**src/rtl/reset_sequencer.sv**
```systemverilog
// Staggered multi-channel power-on reset sequencer with deassert synchroniser and done flag.
// Optional soft-reset request input is enabled by defining SOFT_RST_EN.
module reset_sequencer #(
  parameter int unsigned               NUM_CH = 3,
  parameter int unsigned               CNT_W  = 32,
  parameter logic [NUM_CH*CNT_W-1:0]   THRESH = {32'h011FFFFF, 32'h002FFFFF, 32'h001FFFFF},
  parameter logic [CNT_W-1:0]          TERM   = 32'h011FFFFF
) (
  input  logic              iCLK,
  input  logic              iRST,
`ifdef SOFT_RST_EN
  input  logic              iSOFT_RST,
`endif
  output logic [NUM_CH-1:0] oRST,
  output logic              oDONE,
  output logic [CNT_W-1:0]  oCNT
);

  typedef enum logic [1:0] {
    HOLD = 2'd0,
    RUN  = 2'd1,
    DONE = 2'd2
  } state_e;

  state_e             state_q, state_d;
  logic [1:0]         sync_q, sync_d;
  logic [CNT_W-1:0]   cnt_q, cnt_d;
  logic [NUM_CH-1:0]  rst_q, rst_d;
  logic               done_q, done_d;
  logic               rst_sync;
  logic               soft_req;

  assign rst_sync = sync_q[1];

`ifdef SOFT_RST_EN
  assign soft_req = iSOFT_RST;
`else
  assign soft_req = 1'b0;
`endif

  always_ff @(posedge iCLK or negedge iRST) begin
    if (!iRST) begin
      sync_q  <= 2'b00;
      state_q <= HOLD;
      cnt_q   <= '0;
      rst_q   <= '0;
      done_q  <= 1'b0;
    end else begin
      sync_q  <= sync_d;
      state_q <= state_d;
      cnt_q   <= cnt_d;
      rst_q   <= rst_d;
      done_q  <= done_d;
    end
  end

  // Leaving HOLD on the edge that raises rst_sync lets counting start on the very next edge.
  always_comb begin
    sync_d  = {sync_q[0], 1'b1};
    state_d = state_q;
    cnt_d   = cnt_q;
    rst_d   = rst_q;
    done_d  = done_q;

    case (state_q)
      HOLD: begin
        cnt_d  = '0;
        rst_d  = '0;
        done_d = 1'b0;
        if (sync_q[0] && !soft_req) state_d = RUN;
      end
      RUN: begin
        if (rst_sync) begin
          if (cnt_q != TERM) cnt_d = cnt_q + CNT_W'(1);
          for (int k = 0; k < NUM_CH; k++) begin
            if (cnt_q >= THRESH[k*CNT_W +: CNT_W]) rst_d[k] = 1'b1;
          end
          if (cnt_q == TERM) begin
            state_d = DONE;
            done_d  = 1'b1;
          end
        end
      end
      DONE: begin
        cnt_d  = TERM;
        rst_d  = '1;
        done_d = 1'b1;
      end
      default: state_d = HOLD;
    endcase

    if (soft_req) begin
      state_d = HOLD;
      cnt_d   = '0;
      rst_d   = '0;
      done_d  = 1'b0;
    end
  end

  assign oRST  = rst_q;
  assign oDONE = done_q;
  assign oCNT  = cnt_q;

endmodule

```
**config.mk**
```make
export PLATFORM = sky130hd
export DESIGN_NAME = reset_sequencer
export DESIGN_NICKNAME = d
export VERILOG_FILES = /design/src/rtl/reset_sequencer.sv
export SDC_FILE = /design/constraint.sdc
export NUM_CORES = 1
export LEC_CHECK = 0
export BUFFER_PORTS_ARGS = -buffer_cell sky130_fd_sc_hd__buf_2
export CORE_ASPECT_RATIO = 1.75
export CORE_MARGIN = 5
export CORE_UTILIZATION = 34
export CTS_CLUSTER_DIAMETER = 30
export DETAILED_ROUTE_END_ITERATION = 8
export PLACE_DENSITY_LB_ADDON = 0.12
export SLEW_MARGIN = 20
export SYNTH_ARGS = -nofsm -noshare
export SYNTH_HDL_FRONTEND = slang
export SYNTH_SLANG_ARGS = --single-unit
```
**constraint.sdc**
```tcl
create_clock -name iCLK -period 2.35 [get_ports iCLK]
set_input_delay 0.1175 -clock iCLK [delete_from_list [all_inputs] [get_ports iCLK]]
set_output_delay 0.1175 -clock iCLK [all_outputs]
set_load 0.005 [all_outputs]
```
## Word level (Yosys, flattened, before mapping)

Index checks and enable logic that the tools add are counted.

- Bits of input ports: 2
- Logic and storage cells: 46
- Output and inout port bits: 36
- Register bits: 40

- Reduce and logical (&&, ||, !) cells: 8
- Eq/ne operators: 11
- Bitwise gates (word level): 1
- Muxes and demuxes: 15
- Add/subtract/negate cells: 1
- Magnitude comparators: 3

Operator list:

| operator | count |
|---|---|
| 32-bit one-hot mux with 3 select lines | 1 |
| 32-bit 2-to-1 mux | 2 |
| 32-bit by 1-bit adder with 32-bit output (second input constant) | 1 |
| 32-bit by 25-bit equality test with 1-bit output (second input constant) | 1 |
| 32-bit by 21-bit greater-or-equal comparator with 1-bit output (second input constant) | 1 |
| 32-bit by 22-bit greater-or-equal comparator with 1-bit output (second input constant) | 1 |
| 32-bit by 25-bit greater-or-equal comparator with 1-bit output (second input constant) | 1 |
| 32-bit by 25-bit != test with 1-bit output (second input constant) | 1 |
| 3-bit AND reduction | 5 |
| 2-bit != test (second input constant) | 7 |
| 3-bit one-hot mux with 3 select lines | 1 |
| 2-bit 2-to-1 mux | 3 |
| 2-bit one-hot mux with 3 select lines | 1 |
| 1-bit 2-to-1 mux | 5 |
| 4-bit AND reduction | 1 |
| 3-bit 2-to-1 mux | 1 |
| 1-bit one-hot mux with 3 select lines | 1 |
| 3-bit nonzero test | 1 |
| 2-bit by 1-bit equality test with 1-bit output (second input constant) | 1 |
| 2-bit equality test (second input constant) | 1 |
| 2-bit logical NOT | 1 |
| 1-bit inverter | 1 |

## Longest topological paths before layout

- Depth after elaboration: 4
- Depth in mapped cells: 9
- Depth with buffers taken out: 7

## Least setup slack after synthesis

OpenSTA, ideal clock, no wires.

- Path kind: register to register
- Start: register cnt_q[0], in the netlist oCNT[0]
- End: register rst_q[0], in the netlist oRST[0]
- Data arrival time: 2.098 ns
- Required time: 2.222 ns
- Setup time: 0.128 ns
- Path buffers: 1
- Slack: 0.125 ns
- Clock period less this slack: 2.225 ns
- Stages on the path, launching flop included: 8
- Path through: dfrtp_1 ha_1 nand4_1 nor4_4 buf_2 nand2_1 a31oi_1 mux2_1

- Longest elaborated chain between the ends: 3

Ends and longest elaborated chain:

| item | line | RTL |
|---|---|---|
| start, declared | 27 | `logic [CNT_W-1:0] cnt_q, cnt_d;` |
| start signal, assigned | 51 | `cnt_q <= cnt_d;` |
| 32-bit by 21-bit greater-or-equal comparator with 1-bit output | 76 | `if (cnt_q >= THRESH[k*CNT_W +: CNT_W]) rst_d[k] = 1'b1;` |
| 2-bit != test (no line) | -- |  |
| 3-bit AND reduction (no line) | -- |  |
| end signal, assigned | 52 | `rst_q <= rst_d;` |
| end, declared | 28 | `logic [NUM_CH-1:0] rst_q, rst_d;` |

Every way passes these cells.
A chain may end at the register's enable or synchronous reset.

## Final worst setup path

- Start: register cnt_q[29], in the netlist oCNT[29]
- End: register cnt_q[27], in the netlist oCNT[27]

- Longest elaborated chain between the ends: 3

Ends and longest elaborated chain:

| item | line | RTL |
|---|---|---|
| 32-bit by 25-bit != test with 1-bit output | 74 | `if (cnt_q != TERM) cnt_d = cnt_q + CNT_W'(1);` |
| 2-bit != test (no line) | -- |  |
| 3-bit AND reduction (no line) | -- |  |

Every way passes these cells.

==> results by group <==
Final layout
  • Share of cells above drive strength 1: 0.289
  • Diodes inserted: 0
  • Final Net Count: between 300 and 400
  • Number of filler instances in the final layout: about 800
  • Final Cell Area: 3420 um^2
  • Relative area change from synthesis to final layout: 26.4%

Synth
  • Proportion of synthesized chip area in sequential cells: 0.370
  • Post-synth net total: between 300 and 400
  • EDFF count, synth: 0
  • Unique cell type count in the Yosys netlist: 53
  • Post-synthesis instance total: 310
  • Yosys top cell area share: 0.370
  • Warnings, synthesis: 0
  • Multiplexer fraction of the synthesized cell area: 0.0204
  • Post-synthesis cell area: roughly 2700 um^2
  • Synthesized flop and latch total: 40
  • Leading cell types by count after synthesis: 40 x sky130_fd_sc_hd__dfrtp_1, 23 x sky130_fd_sc_hd__a31oi_1, 23 x sky130_fd_sc_hd__o31ai_1
  • Post-synthesis cell type with the largest combined area: sky130_fd_sc_hd__dfrtp_1
  • Main synth FF type: sky130_fd_sc_hd__dfrtp_1
  • Cells taking the most area after synthesis: sky130_fd_sc_hd__dfrtp_1 37%, sky130_fd_sc_hd__o31ai_1 6.4%, sky130_fd_sc_hd__a31oi_1 5.3%
  • Synth Area in Simple Gates: 0.261
  • Fraction of the mapped netlist area in compound gates: 0.266
  • Most used standard cell by instance count after synthesis: sky130_fd_sc_hd__dfrtp_1
  • Average cell area after synthesis: 8.72 um^2
  • Share of synthesized flip-flops with an asynchronous set or reset: 1.00
  • Synth Area in XOR/XNOR: 0
  • Combinational family with the most area after synthesis: compound AO/OA/AOI/OAI gates
  • Adder-cell share of the synthesized area: 0.0185

Timing
  • Period utilization: 0.973
  • Min setup slack post-route: about 0.063 ns
  • Actual slew at the worst max-slew pin: ~0.55 ns
  • Max Clk Rate: roughly 440 MHz
  • Largest clock skew in the final design: 0.00867 ns
  • Setup repair after global routing missed its margin: yes
  • Max-slew violation count: 0
  • Worst max-slew margin expressed relative to the limit: 0.630
  • Fin. Hold Viols: 0
  • Number of setup violations in the final report: 0
  • Final critical-path required period: around 2.3 ns

Flow run
  • Max Cap Viol: 0

Global route
  • Vias in the first global route: between 2000 and 3000
  • Total global routing overflow: 0
  • Largest net degree at the start of global routing: 41
  • Wire length of the first global-routing pass: approximately 15000 um
  • Initial antenna violation count: 0
  • GRT Overall Usage: 0.197

Critical path
  • CP max stage delay: about 0.55 ns
  • Most repeated library cell on the critical path: sky130_fd_sc_hd__buf_4
  • Worst flop-to-flop path startpoint: oCNT[29]
  • Setup CP Type: reg2reg
  • Worst EP arrival: 2.45 ns
  • Critical path required time: approximately 2.5 ns
  • Critical-path maximum fanout: 10
  • Worst setup EP type: flip-flop
  • Worst path slowest cell: sky130_fd_sc_hd__or4_4
  • Worst reg2reg path endpoint: oCNT[27]
  • FF-to-FF path depth: 7
  • Minimum setup slack among reg-to-reg paths: around 0.063 ns
  • CP cell instances: or4_4 -> nor4_4 -> buf_4 -> nand4_2 -> nand3_2 -> buf_4 -> o41ai_1
  • Type of element launching the critical path: flip-flop

Place
  • # port buffers: 37
  • Pre-CTS setup slack: about 0.097 ns
  • HPWL after DPL: just under 7000 um
  • RD Place Congestion: around 0.91
  • Total placed instance area: between 3000 and 4000 um^2

Outcome
  • Result of the run: completed

Clock network
  • Deepest level of the CTS H-tree: 2
  • Skew-Pair Late Insertion Delay: between 0.2 and 0.3 ns
  • Sink count of the clock tree: 40
  • Max Buffers Root-to-Sink: 2
  • TritonCTS clock tree: done
  • Clock Tree Root: sky130_fd_sc_hd__clkbuf_16
  • TritonCTS Buffers: 5
  • Clock slew seen by the registers of the worst setup and hold paths: 0.06 ns

Floorplan
  • Die span in x: 77.4 um
  • Vertical extent of the die: between 100 and 150 um
  • Total Die Area: 9900 um^2
  • Starting density of the core: 0.344
  • Count of standard-cell rows: 43
  • Placeable core region: a little under 8000 um^2
  • Boundary pin count: 38

Power
  • Ratio of total power to cell area: ~790 nW/um^2
  • Peak supply drop: 423 uV
  • Static leakage: 1.57 nW

Routing
  • DR WL/cell: 20.3 um
  • Aggregate routed wire length: roughly 9600 um
  • Iter 0 DRT Violations: ~190
  • Vias: between 2000 and 3000
  • Remaining antenna violation count: 0
  • Detail-routed via count per cell: around 6
  • Detailed-router iteration count before antenna repair: 5
  • Residual DRC: 0

Worst hold path
  • Worst min path class: in2async
timing repair:
item | 4_1_cts | 5_1_grt
endpoints found under the setup margin | 0 | 6
hold endpoints to repair | 0 | 40
hold buffers | 0 | 1
buffers inserted | 0 | 1
resized for setup | 0 | 1
cells by family (layout without fill, tap and decap cells):
logic type	count (synthesis)	count (layout)
fa+ha+maj	4	4
other cells	1	1
compound gates	103	103
mux	5	5
buf+inv	36	107
flops	40	40
simple gates	121	121
flip-flops by register name, indices dropped and copies added, names as in the netlist:
| signal | count |
|---|---|
| oRST | 3 |
| sync_q | 2 |
| oCNT | 32 |
| state_q | 2 |
| oDONE | 1 |
routing by layer:
layer / vias up / share of wire / GRT usage
met1: 1411 / 0.39 / 0.221
met5: - / 0 / 0
li1: 1351 / - / -
met3: 27 / 0.050 / 0.0352
met2: 103 / 0.52 / 0.358
met4: 0 / 0.031 / 0.0850
through the flow:
stage               hold WS, ns  instances  utilization  setup TNS (ns)  total power [mW]
floorplan                -0.178        310            -               0              1.51
global placement          0.335        461        0.414               0              1.97
detailed placement        0.329        461        0.414               0              1.98
CTS                      0.0135        469        0.432               0              2.71
global route              0.382        471        0.435          -0.296              2.87
finish                    0.359        471        0.435               0              2.69
critical path: cells and delay by family (launching register included):
kind                   cells  cell delay [ns]
AND/OR/NAND/NOR            4             1.31
buffers and inverters      2             0.39
flip-flops                 1             0.37
AO/OA/AOI/OAI              1             0.08
area by class of cell:
class / count / area, um^2 / area share
multi-input cells: 234 / 1530 / 0.449
inverters: 12 / 45.0 / 0.0132
well taps: 90 / 113 / 0.0330
clock buffers: 8 / 146 / 0.0428
flip-flops and latches: 40 / 1000 / 0.293
repair buffers: 87 / 578 / 0.169
power by group:
group	leakage [nW]	switching (mW)	internal, mW
logic	0.956	0.722	0.472
registers	0.541	0.0351	0.755
clock network	0.0712	0.284	0.424
total	1.57	1.04	1.65
layout by cell type, fill, tap and decap left out, types with 3 or more instances in the layout:
| cell type | synthesis | final |
|---|---|---|
| sky130_fd_sc_hd__o22ai_2 | 4 | 4 |
| sky130_fd_sc_hd__buf_4 | 1 | 49 |
| sky130_fd_sc_hd__dfrtp_1 | 40 | 40 |
| sky130_fd_sc_hd__inv_1 | 12 | 12 |
| sky130_fd_sc_hd__mux2_1 | 3 | 3 |
| sky130_fd_sc_hd__nand3_1 | 17 | 17 |
| sky130_fd_sc_hd__nand2_1 | 20 | 20 |
| sky130_fd_sc_hd__o21ai_0 | 20 | 20 |
| sky130_fd_sc_hd__nor3_1 | 9 | 9 |
| sky130_fd_sc_hd__and3_1 | 6 | 6 |
| sky130_fd_sc_hd__nor4_1 | 5 | 5 |
| sky130_fd_sc_hd__clkbuf_16 | 0 | 5 |
| sky130_fd_sc_hd__a41oi_1 | 6 | 6 |
| sky130_fd_sc_hd__o31ai_1 | 23 | 23 |
| sky130_fd_sc_hd__a31oi_1 | 23 | 23 |
| sky130_fd_sc_hd__o311ai_0 | 4 | 4 |
| sky130_fd_sc_hd__buf_2 | 4 | 36 |
| sky130_fd_sc_hd__nor2_1 | 21 | 21 |
| sky130_fd_sc_hd__nand4_1 | 15 | 15 |
| sky130_fd_sc_hd__a21oi_1 | 10 | 10 |
| sky130_fd_sc_hd__and2_1 | 5 | 5 |
| sky130_fd_sc_hd__ha_1 | 4 | 3 |
| sky130_fd_sc_hd__and4_1 | 4 | 4 |
worst max-delay path by stage:
stage / endpoint / from / depth (start not counted)
finish: oCNT[27] / oCNT[29] / 7
global route: oCNT[30] / oCNT[29] / 7
CTS: oRST[2] / oCNT[29] / 5
detailed placement: oRST[2] / oCNT[29] / 5
global placement: oCNT[16] / oCNT[0] / 8
floorplan: oRST[0] / oCNT[0] / 7
(Power assumes the default switching activity.)
